==> src/rtl/m72_pkg.sv <==
// Shared types for the SDRAM channel-3 arbiter: owner encoding (drives grant),
// FSM states and the default watchdog limit.
package m72_pkg;

  typedef enum logic [1:0] {
    OWN_NONE = 2'd0,
    OWN_ROM  = 2'd1,
    OWN_CPU  = 2'd2,
    OWN_DBG  = 2'd3
  } sdr_owner_t;

  typedef enum logic [1:0] {
    ST_IDLE  = 2'd0,
    ST_ISSUE = 2'd1,
    ST_WAIT  = 2'd2,
    ST_DONE  = 2'd3
  } arb_state_t;

  localparam int unsigned SDR_ARB_TIMEOUT_DEFAULT = 1024;

endpackage

==> src/rtl/sdr_ch3_arbiter.sv <==
// SDRAM channel-3 arbiter: ROM download writes, CPU reads/writes and debug
// read-back share one channel. Registered request path, one transaction in
// flight, CPU/DBG round-robin, per-requester rdy pulse and read-data register.
// Optional WAIT watchdog enabled by defining SDR_ARB_TIMEOUT_EN.
module sdr_ch3_arbiter
  import m72_pkg::*;
#(
  parameter int unsigned TIMEOUT_CYCLES = SDR_ARB_TIMEOUT_DEFAULT,
  parameter int          AW             = 24
) (
  input  logic          clk,
  input  logic          reset,
  input  logic          download_active,
  input  logic [AW:1]   rom_addr,
  input  logic [15:0]   rom_din,
  input  logic [1:0]    rom_be,
  input  logic          rom_req,
  output logic          rom_rdy,
  input  logic [AW:1]   cpu_addr,
  input  logic [15:0]   cpu_din,
  input  logic [1:0]    cpu_wr_sel,
  input  logic          cpu_req,
  output logic          cpu_rdy,
  output logic [15:0]   cpu_dout,
  input  logic [AW:1]   dbg_addr,
  input  logic          dbg_req,
  output logic          dbg_rdy,
  output logic [15:0]   dbg_dout,
  output logic [AW:1]   ch3_addr,
  output logic [15:0]   ch3_din,
  output logic [1:0]    ch3_be,
  output logic          ch3_rnw,
  output logic          ch3_req,
  input  logic          ch3_ready,
  input  logic [15:0]   ch3_dout,
  output logic [1:0]    grant,
  output logic          timeout_err
);

  arb_state_t r_state, w_next;
  sdr_owner_t r_grant, w_win;
  logic [AW:1] r_addr;
  logic [15:0] r_din, r_cpu_dout, r_dbg_dout;
  logic [1:0]  r_be;
  logic        r_rnw, r_rom_rdy, r_cpu_rdy, r_dbg_rdy;
  logic        r_last_dbg;   // 1: DBG was served last, so CPU wins a tie
  logic        w_expire, w_done_evt;

`ifdef SDR_ARB_TIMEOUT_EN
  localparam int CW = $clog2(TIMEOUT_CYCLES) + 1;
  logic [CW-1:0] r_wait_cnt;
  logic          r_timeout_err;

  // WAIT-cycle counter, cleared whenever the FSM is elsewhere
  always_ff @(posedge clk) begin
    if (reset || r_state != ST_WAIT) r_wait_cnt <= '0;
    else                             r_wait_cnt <= r_wait_cnt + 1'b1;
  end

  assign w_expire = (r_state == ST_WAIT) && (r_wait_cnt == CW'(TIMEOUT_CYCLES - 1));

  // sticky watchdog flag; a real ch3_ready on the expiry cycle takes precedence
  always_ff @(posedge clk) begin
    if (reset)                      r_timeout_err <= 1'b0;
    else if (w_expire && !ch3_ready) r_timeout_err <= 1'b1;
  end

  assign timeout_err = r_timeout_err;
`else
  // watchdog absent: WAIT waits indefinitely and the flag is tied low
  assign w_expire    = 1'b0;
  assign timeout_err = (TIMEOUT_CYCLES == 32'd0) & 1'b0;
`endif

  assign w_done_evt = (r_state == ST_WAIT) && (ch3_ready || w_expire);

  // winner selection: download locks out CPU/DBG; otherwise 2-way round-robin
  always_comb begin
    w_win = OWN_NONE;
    if (download_active) begin
      if (rom_req) w_win = OWN_ROM;
    end else if (cpu_req && (!dbg_req || r_last_dbg)) begin
      w_win = OWN_CPU;
    end else if (dbg_req) begin
      w_win = OWN_DBG;
    end
  end

  // state register
  always_ff @(posedge clk) begin
    if (reset) r_state <= ST_IDLE;
    else       r_state <= w_next;
  end

  // next-state logic
  always_comb begin
    w_next = r_state;
    case (r_state)
      ST_IDLE:  if (w_win != OWN_NONE) w_next = ST_ISSUE;
      ST_ISSUE: w_next = ST_WAIT;
      ST_WAIT:  if (w_done_evt) w_next = ST_DONE;
      ST_DONE:  w_next = ST_IDLE;
      default:  w_next = ST_IDLE;
    endcase
  end

  // FSM outputs: the SDRAM request is a single-cycle pulse in ISSUE
  always_comb begin
    ch3_req = (r_state == ST_ISSUE);
  end

  // datapath: latch winner, capture read data, pulse owner's rdy
  always_ff @(posedge clk) begin
    if (reset) begin
      r_grant    <= OWN_NONE;
      r_addr     <= '0;
      r_din      <= '0;
      r_be       <= '0;
      r_rnw      <= 1'b1;
      r_rom_rdy  <= 1'b0;
      r_cpu_rdy  <= 1'b0;
      r_dbg_rdy  <= 1'b0;
      r_cpu_dout <= '0;
      r_dbg_dout <= '0;
      r_last_dbg <= 1'b1;
    end else begin
      r_rom_rdy <= 1'b0;
      r_cpu_rdy <= 1'b0;
      r_dbg_rdy <= 1'b0;
      case (r_state)
        ST_IDLE: begin
          r_grant <= w_win;
          case (w_win)
            OWN_ROM: begin
              r_addr <= rom_addr; r_din <= rom_din; r_be <= rom_be; r_rnw <= 1'b0;
            end
            OWN_CPU: begin
              r_addr     <= cpu_addr;
              r_din      <= cpu_din;
              r_be       <= (|cpu_wr_sel) ? cpu_wr_sel : 2'b11;
              r_rnw      <= ~|cpu_wr_sel;
              r_last_dbg <= 1'b0;
            end
            OWN_DBG: begin
              r_addr <= dbg_addr; r_din <= '0; r_be <= 2'b11; r_rnw <= 1'b1;
              r_last_dbg <= 1'b1;
            end
            default: ;
          endcase
        end
        ST_WAIT: if (w_done_evt) begin
          case (r_grant)
            OWN_ROM: r_rom_rdy <= 1'b1;
            OWN_CPU: begin
              r_cpu_rdy <= 1'b1;
              if (r_rnw) r_cpu_dout <= ch3_ready ? ch3_dout : 16'hFFFF;
            end
            OWN_DBG: begin
              r_dbg_rdy <= 1'b1;
              if (r_rnw) r_dbg_dout <= ch3_ready ? ch3_dout : 16'hFFFF;
            end
            default: ;
          endcase
        end
        ST_DONE: r_grant <= OWN_NONE;
        default: ;
      endcase
    end
  end

  assign grant    = r_grant;
  assign ch3_addr = r_addr;
  assign ch3_din  = r_din;
  assign ch3_be   = r_be;
  assign ch3_rnw  = r_rnw;
  assign rom_rdy  = r_rom_rdy;
  assign cpu_rdy  = r_cpu_rdy;
  assign dbg_rdy  = r_dbg_rdy;
  assign cpu_dout = r_cpu_dout;
  assign dbg_dout = r_dbg_dout;

endmodule
==> config.mk <==
export PLATFORM = sky130hd
export DESIGN_NAME = sdr_ch3_arbiter
export DESIGN_NICKNAME = d
export VERILOG_FILES = /design/src/rtl/m72_pkg.sv /design/src/rtl/sdr_ch3_arbiter.sv
export SDC_FILE = /design/constraint.sdc
export NUM_CORES = 1
export LEC_CHECK = 0
export CORE_ASPECT_RATIO = 0.75
export CORE_MARGIN = 8
export CORE_UTILIZATION = 25
export CTS_BUF_LIST = sky130_fd_sc_hd__clkbuf_4 sky130_fd_sc_hd__clkbuf_8
export DETAILED_ROUTE_END_ITERATION = 8
export GPL_TIMING_DRIVEN = 0
export PLACE_DENSITY = 0.56
export SYNTH_ARGS = -nofsm -noshare
export SYNTH_HDL_FRONTEND = slang
export SYNTH_SLANG_ARGS = --single-unit
export TNS_END_PERCENT = 5
==> constraint.sdc <==
create_clock -name clk -period 1.77 [get_ports clk]
set_input_delay 0.354 -clock clk [delete_from_list [all_inputs] [get_ports clk]]
set_output_delay 0.354 -clock clk [all_outputs]
set_load 0.02 [all_outputs]
Word-level counts from Yosys, hierarchy flattened
Cells that the tools add are included.
{ "totals": {"word_cells": 60, "output_inout_bits": 82, "ff_bits": 83, "in_bits": 131} }
{ "op_classes": {"n_reduce_logical": 17, "eq_ne": 11, "bitwise_logic": 2, "muxes": 18} }
{ "ops": {"columns": ["cell", "count"], "rows": [
  ["$pmux W24 S3", 1],
  ["$pmux W16 S3", 1],
  ["$mux W16", 1],
  ["$eq A2 B2 Y1 const B", 6],
  ["$mux W2", 6],
  ["$pmux W2 S4", 1],
  ["$reduce_and A4 Y1", 2],
  ["$eq A2 B1 Y1 const B", 3],
  ["$pmux W2 S3", 1],
  ["$reduce_and A2 Y1", 3],
  ["$reduce_bool A2 Y1", 3],
  ["$mux W1", 4],
  ["$ne A2 B2 Y1 const B", 2],
  ["$pmux W2 S2", 1],
  ["$pmux W1 S3", 1],
  ["$reduce_bool A3 Y1", 1],
  ["$reduce_or A3 Y1", 1],
  ["$logic_and A1 B1 Y1", 2],
  ["$logic_not A1 Y1", 2],
  ["$logic_not A2 Y1", 1],
  ["$not A1 Y1", 2],
  ["$pmux W1 S2", 1],
  ["$reduce_or A2 Y1", 1],
  ["$logic_or A1 B1 Y1", 1]
]} }

Longest topological paths before layout
Gate-level depths: netlist of the first run.
{ "logic_depth": {"word_depth": 8, "mapped_depth": 7, "depth_no_buf": 6} }

Worst setup path before layout of the first run
No wires, ideal clock.
{ "synth_timing": {"path_kind": "register -> register", "start": "register r_state[0]", "end": "register r_din[0] (netlist: ch3_din[0])", "setup_time_ps": 132, "setup_slack_ps": 234, "n_path_buf": 1, "stages_incl_launch_ff": 7, "t_required_ps": 1638, "arrival_ps": 1404, "period_less_slack_ps": 1536, "cell_sequence": "dfxtp_1 inv_1 ha_1 or3b_1 buf_2 a221oi_1 nor3_1"} }
{ "synth_via": {"elab_chain_cells": 2} }
{ "synth_lines": {"columns": ["item", "line_no", "rtl"], "rows": [
  ["start: declaration", "sdr_ch3_arbiter.sv:40", "arb_state_t r_state, w_next;"],
  ["start signal: assignment", "sdr_ch3_arbiter.sv:92", "else r_state <= w_next;"],
  ["$logic_not A2 Y1", "sdr_ch3_arbiter.sv:130", "case (r_state)"],
  ["$reduce_and A2 Y1 (no source line)", null, null],
  ["end signal: assignment", "sdr_ch3_arbiter.sv:139", "r_din <= cpu_din;"],
  ["end: declaration", "sdr_ch3_arbiter.sv:43", "logic [15:0] r_din, r_cpu_dout, r_dbg_dout;"]
]} }
No other way between the ends.
A chain may end at the register's enable or synchronous reset.

Worst setup path after layout of the first run
{ "layout_timing": {"start": "input port cpu_req", "end": "register r_din[5] (netlist: ch3_din[5])"} }
{ "layout_via": {"elab_chain_cells": 6, "word_cells_on_any_way": 9, "cone_classes": "eq/ne (3); mux (3); reduce/logical (3)"} }
{ "layout_lines": {"columns": ["item", "line_no", "rtl"], "rows": [
  ["start: declaration", "sdr_ch3_arbiter.sv:22", "input logic cpu_req,"],
  ["$logic_and A1 B1 Y1 *", "sdr_ch3_arbiter.sv:82", "end else if (cpu_req && (!dbg_req || r_last_dbg)) begin"],
  ["$mux W2 *", "sdr_ch3_arbiter.sv:82", null],
  ["$mux W2 *", "sdr_ch3_arbiter.sv:80", "if (download_active) begin"],
  ["$eq A2 B2 Y1 / $eq A2 B1 Y1 (equally long branches)", "sdr_ch3_arbiter.sv:133", "case (w_win)"],
  ["$reduce_bool A3 Y1 (no source line)", null, null],
  ["$reduce_and A2 Y1 (no source line)", null, null]
]} }
Mark *: on every way between the ends. The rest lies on a longest branch, timed or not.

==> flow_metrics.tcl, run 1 <==
set metrics [dict create \
    outcome "completed" \
    firstDrtPassIters 4 \
    cpMaxStageDelayCell "clkdlybuf4s50_1" \
    whs_ps 454 \
    ir_drop_uv 401 \
    cts.root.buffer_cell "clkbuf_8" \
    final_common_cell "clkdlybuf4s50_1" \
    rsz0062_at_grt "true" \
    antennaDiodeCount 0 \
    wire_per_inst_um 18.8 \
    tightest_slew_ps 587 \
    worst_path_largest_cell_delay_ps 530 \
    grt_max_degree 13 \
    seqCellArea_mm2 0.00167 \
    via_per_inst 4.85 \
    slew-limit-headroom 0.609 \
    layout_common_cells "197 x clkdlybuf4s50_1, 93 x nor2_1, 80 x dfxtp_1, 53 x a211oi_1" \
    cts_tree "done" \
    fin_crit_sh 0.995 \
    tns_ps 0 \
    grt_pass1_vias 4398 \
    path_buf_inv 3 \
    crit_fanout 10 \
    synth_cell_types 39 \
    place_congestion 0.816 \
    total_power_uw 7050 \
    ant_nets 0 \
    cp_data_required_time_ps 2020 \
    slew_viol_final 0 \
    setup-violations-final 0 \
    cts_sinks 83 \
    finClkSkew_ps 5.97 \
    finalNetCount 799 \
    drive_gt1_frac 0.121 \
    clk_path_buf_depth 2 \
    grt_use_total 0.160 \
    final_util 0.435 \
    h-tree-depth 3 \
    crit_path_end_kind "flop" \
    grt_overflow 0 \
    syn_nets 575 \
    die_y_um 124 \
    syn-instance-count 439 \
    max_cap_violations 0 \
    p_leak_uw 0.00242 \
    core-area_mm2 0.0152 \
    fmax_mhz 568 \
    grt_pass1_wl_mm 24.8 \
    ys_ff_latch 83 \
    path_clk_slew_ps 80 \
    route.vias.total 4229 \
    multiInputGateArea_mm2 0.00205 \
    initial_core_util 0.255 \
    hp-class "input port to flop" \
    power_density_mw_per_mm2 1070 \
    areaGrowthSynthToFinish_pct 71.0 \
    rows 39 \
    die-area_mm2 0.0197 \
    period_needed_ps 1760 \
    synth-edff-count 0 \
    seq_area_frac_synth 0.430 \
    ios 213 \
    cpLargestDelayFamily "buffers and inverters" \
    synth_top_flop_cell "dfxtp_1" \
    criticalPathCategory "input port to flop" \
    async_flop_share 0 \
    cts_hold_buffers 0 \
    antenna_found_initial 0 \
    numPortBuffers 210 \
    wl_mm 16.4 \
    cts_made_buffers 9 \
    crit_chain "clkdlybuf4s50_1 -> nor2_1 -> or2_2 -> clkbuf_1 -> buf_4 -> a221oi_1 -> nor3_1" \
    cp-start-kind "input port" \
    arrival_ps 2010 \
    avgSynthCellArea_um2 8.80 \
    finalHoldViolCount 0 \
    synth_warnings 0 \
    dp_hpwl_mm 12.9 \
    fillCellCount 1499 \
    die-width_um 160 \
    synth_area_mm2 0.00386 \
    drc 0 \
    initialDrtViolationCount 201 \
    clk_latency_ps 370 \
]
## kinds of logic after synthesis
group                    share of synthesized area
buffers and inverters                       0.0593
multiplexers                               0.00259
adder cells (fa/ha/maj)                     0.0162
flip-flops                                   0.430
AO/OA/AOI/OAI                                0.332
AND/OR/NAND/NOR                              0.159
other                                     0.000971
## sequential cells by signal, summed over array words and instances, names as in the netlist
register and cells:
ch3_addr 24, ch3_be 2, ch3_din 16, ch3_rnw 1
cpu_dout 16, cpu_rdy 1, dbg_dout 16, dbg_rdy 1
grant 2, r_last_dbg 1, r_state 2, rom_rdy 1
## per-stage QoR
step                worst slack, ps  instance area [um^2]  std cells
floorplan                       234                  3860        439
global placement               -528                  6220        854
detailed placement             -530                  6220        854
CTS                           -25.2                  6450        869
global route                  -46.3                  6600        872
finish                         8.28                  6600        872
## final cells by class
type                            instances  share of cell area
Clock inverter                          2             0.00189
Clock buffer                           13              0.0243
Buffer                                 46              0.0447
Inverter                                4             0.00284
Timing Repair Buffer                  213               0.324
Multi-Input combinational cell        306               0.311
Tap cell                              205              0.0388
Sequential cell                        83               0.253
## synthesized netlist by cell type (7+ instances only)
cell type / number / area share
a22oi_1: 24 / 0.047
nand2_1: 7 / 0.0068
a21oi_1: 7 / 0.0091
nor2_1: 95 / 0.092
buf_2: 24 / 0.031
a221oi_2: 10 / 0.039
dfxtp_1: 83 / 0.43
nor3_1: 19 / 0.025
o21a_1: 24 / 0.047
a32oi_1: 23 / 0.052
clkbuf_1: 20 / 0.019
a211oi_1: 56 / 0.11
## worst paths after layout
check / cells after the start / slack [ps] / endpoint / startpoint
setup / recovery: 7 / 8 / ch3_din[5]$_SDFFE_PP0P_ / cpu_req
hold / removal: 2 / 450 / ch3_din[1]$_SDFFE_PP0P_ / reset
setup reg to reg: 6 / 60 / ch3_din[5]$_SDFFE_PP0P_ / r_state[1]$_SDFFE_PP0P_
hold reg to reg: 2 / 470 / ch3_be[0]$_SDFFE_PP0P_ / ch3_be[0]$_SDFFE_PP0P_
## where the power goes
group / total [uW] / internal (uW) / switching [uW] / leakage (uW)
Combinational: 3310 / 1580 / 1720 / 0.00165
Clock: 1280 / 586 / 690 / 0.0000898
Sequential: 2470 / 2240 / 230 / 0.000680
## timing repair
item	in CTS	in global routing
endpoints found under the hold margin	0	0
resized for setup	28	50
endpoints found under the setup margin	76	82
cloned	0	0
pin swaps	1	3
setup buffers	0	3
## metal layers
layer,part of all wire,GRT usage,routed length [um],vias to the layer above
li1,-,-,-,2085
met1,0.45,0.199,7310,1981
met2,0.46,0.254,7590,149
met3,0.081,0.0664,1330,14
met4,0.011,0.0447,188,0
met5,0,0,0,-
Note: power is estimated with default switching activity, not from simulation.
==> run 2: changes to the inputs <==
--- a/config.mk
+++ b/config.mk
@@ -5,10 +5,11 @@
 export SDC_FILE = /design/constraint.sdc
 export NUM_CORES = 1
 export LEC_CHECK = 0
-export CORE_ASPECT_RATIO = 0.75
+export CORE_ASPECT_RATIO = 1.75
 export CORE_MARGIN = 8
 export CORE_UTILIZATION = 25
 export CTS_BUF_LIST = sky130_fd_sc_hd__clkbuf_4 sky130_fd_sc_hd__clkbuf_8
+export CTS_CLUSTER_DIAMETER = 60
 export DETAILED_ROUTE_END_ITERATION = 8
 export GPL_TIMING_DRIVEN = 0
 export PLACE_DENSITY = 0.56
==> flow_metrics.tcl, run 2 (synthesis gave the netlist of run 1 again) <==
set metrics [dict create \
    outcome "completed" \
    multiInputGateArea_mm2 0.00206 \
    rsz0062_at_grt "true" \
    crit_fanout 2 \
    crit_chain "clkdlybuf4s50_1" \
    clk_latency_ps 360 \
    finalNetCount 802 \
    drc 0 \
    cts_made_buffers 9 \
    grt_overflow 0 \
    cts_tree "done" \
    crit_path_end_kind "output pin" \
    h-tree-depth 3 \
    grt_pass1_wl_mm 25.9 \
    antenna_found_initial 2 \
    layoutNonFillerInstCount 858 \
    whs_ps 477 \
    grt_pass1_vias 4654 \
    max_cap_violations 0 \
    fillCellCount 1489 \
    numPortBuffers 210 \
    die_y_um 180 \
    finClkSkew_ps 11.9 \
    route.vias.total 4335 \
    clk_path_buf_depth 2 \
    slew_viol_final 0 \
    arrival_ps 1350 \
    grt_max_degree 15 \
    setup-violations-final 0 \
    largest_register_ffs 24 \
    period_needed_ps 1710 \
    via_per_inst 5.05 \
    wire_per_inst_um 19.7 \
    reg2regPathDepth 6 \
    die-width_um 110 \
    fmax_mhz 586 \
    total_power_uw 7620 \
    drive_gt1_frac 0.127 \
    path_clk_slew_ps 90 \
    areaGrowthSynthToFinish_pct 73.3 \
    core-area_mm2 0.0152 \
    hp-class "flop to flop" \
    cpMaxStageDelayCell "clkdlybuf4s50_1" \
    die-area_mm2 0.0198 \
    criticalPathCategory "flop to output pin" \
    cp_data_required_time_ps 1420 \
    dp_hpwl_mm 13.4 \
    finalHoldViolCount 0 \
    final_common_cell "clkdlybuf4s50_1" \
    slew-limit-headroom 0.624 \
    cts.root.buffer_cell "clkbuf_8" \
    min_path_cells 2 \
    initialDrtViolationCount 133 \
    ff2ff_setup_slack_ps 100 \
    layout_common_cells "203 x clkdlybuf4s50_1, 93 x nor2_1, 80 x dfxtp_1, 55 x a211oi_1" \
    ir_drop_uv 513 \
    cp-start-kind "flop" \
    whs_endpoint "ch3_be[1]$_SDFFE_PP0P_" \
    ios 213 \
    wl_mm 16.9 \
    p_leak_uw 0.00237 \
    cpLargestDelayFamily "buffers and inverters" \
    power_density_mw_per_mm2 1140 \
    ant_nets 0 \
    firstDrtPassIters 6 \
    place_ws_ps -622 \
    rows 60 \
    worst_path_largest_cell_delay_ps 640 \
    initial_core_util 0.253 \
    holdCritStartpoint "ch3_be[1]$_SDFFE_PP0P_" \
    rr_endpoint "ch3_din[11]$_SDFFE_PP0P_" \
    path_buf_inv 1 \
    setup_slack_ps 64.2 \
    cts_sinks 83 \
    seqCellArea_mm2 0.00167 \
    place_congestion 0.782 \
    place_inst 835 \
    grt_use_total 0.167 \
    r2r_start "r_state[1]$_SDFFE_PP0P_" \
    fin_crit_sh 0.964 \
    tightest_slew_ps 564 \
]
run 2: cell types whose count changed in the layout (fill, tap and decap cells not counted), sizes merged:
cell           delta
clkbuf            -6
inv               +1
clkinv            +1
dlygate4sd2       +1
diode             +2
clkdlybuf4s50     +6
clkinvlp          -2
buf               +5
dlymetal6s2s      -7
bufinv            +4
run 2: area by class of cell:
class,count,area share
diodes,2,0.000748
plain buffers,46,0.0460
clock buffers,9,0.0185
clock inverters,6,0.0206
inverters,4,0.00262
multi-input cells,306,0.308
flip-flops and latches,83,0.249
well taps,186,0.0348
repair buffers,216,0.321
run 2: worst reg2reg max path, cell delays in order, from the launching register on:
cell      delay [ps]
dfxtp_2          360
inv_1            140
ha_4             170
or3b_1           360
buf_2            230
a221oi_2         210
nor3_1            70
run 2: where the power goes:
| part | total, uW | switching, uW | internal (uW) | leakage [uW] |
|---|---|---|---|---|
| Sequential | 2480 | 239 | 2240 | 0.000680 |
| Combinational | 3320 | 1720 | 1600 | 0.00156 |
| Clock | 1820 | 736 | 1080 | 0.000130 |
| Total | 7620 | 2700 | 4920 | 0.00237 |
run 2: repair_timing:
item | CTS | global route
resized for setup | 27 | 55
pin swaps | 0 | 4
setup buffers | 0 | 5
gates cloned | 0 | 1
hold buffers | 0 | 0
endpoints found under the setup margin | 77 | 75
run 2: metrics by stage:
stage | TNS, ps | util | area [um^2]
final | 0 | 0.439 | 6700
after global routing | -37.6 | 0.439 | 6700
after CTS | -360 | 0.427 | 6500
after detailed placement | -34200 | 0.407 | 6200
after global placement | -32320 | 0.407 | 6200
after floorplan | 0 | - | 3860
run 2: worst max path at each step:
stage          slack [ps]                        end                      from  cells past startpoint
2_1_floorplan         230    ch3_din[0]$_SDFFE_PP0P_   r_state[0]$_SDFFE_PP0P_                      6
3_3_place_gp         -570  ch3_addr[16]$_SDFFE_PP0P_                   dbg_req                      7
3_5_place_dp         -620  ch3_addr[17]$_SDFFE_PP0P_           download_active                      7
4_1_cts               -70   cpu_dout[8]$_SDFFE_PP0P_   r_state[0]$_SDFFE_PP0P_                      7
5_1_grt               -20    ch3_din[3]$_SDFFE_PP0P_   r_state[1]$_SDFFE_PP0P_                      6
6_report               60                ch3_addr[2]  ch3_addr[2]$_SDFFE_PP0P_                      1
run 2: layer usage:
layer / vias up / routed length [um] / share of wire / global-route usage
met3: 13 / 1350 / 0.080 / 0.0516
met2: 162 / 8960 / 0.53 / 0.300
met1: 2062 / 6340 / 0.37 / 0.175
met4: 0 / 277 / 0.016 / 0.0522
li1: 2098 / - / - / -
met5: - / 0 / 0 / 0
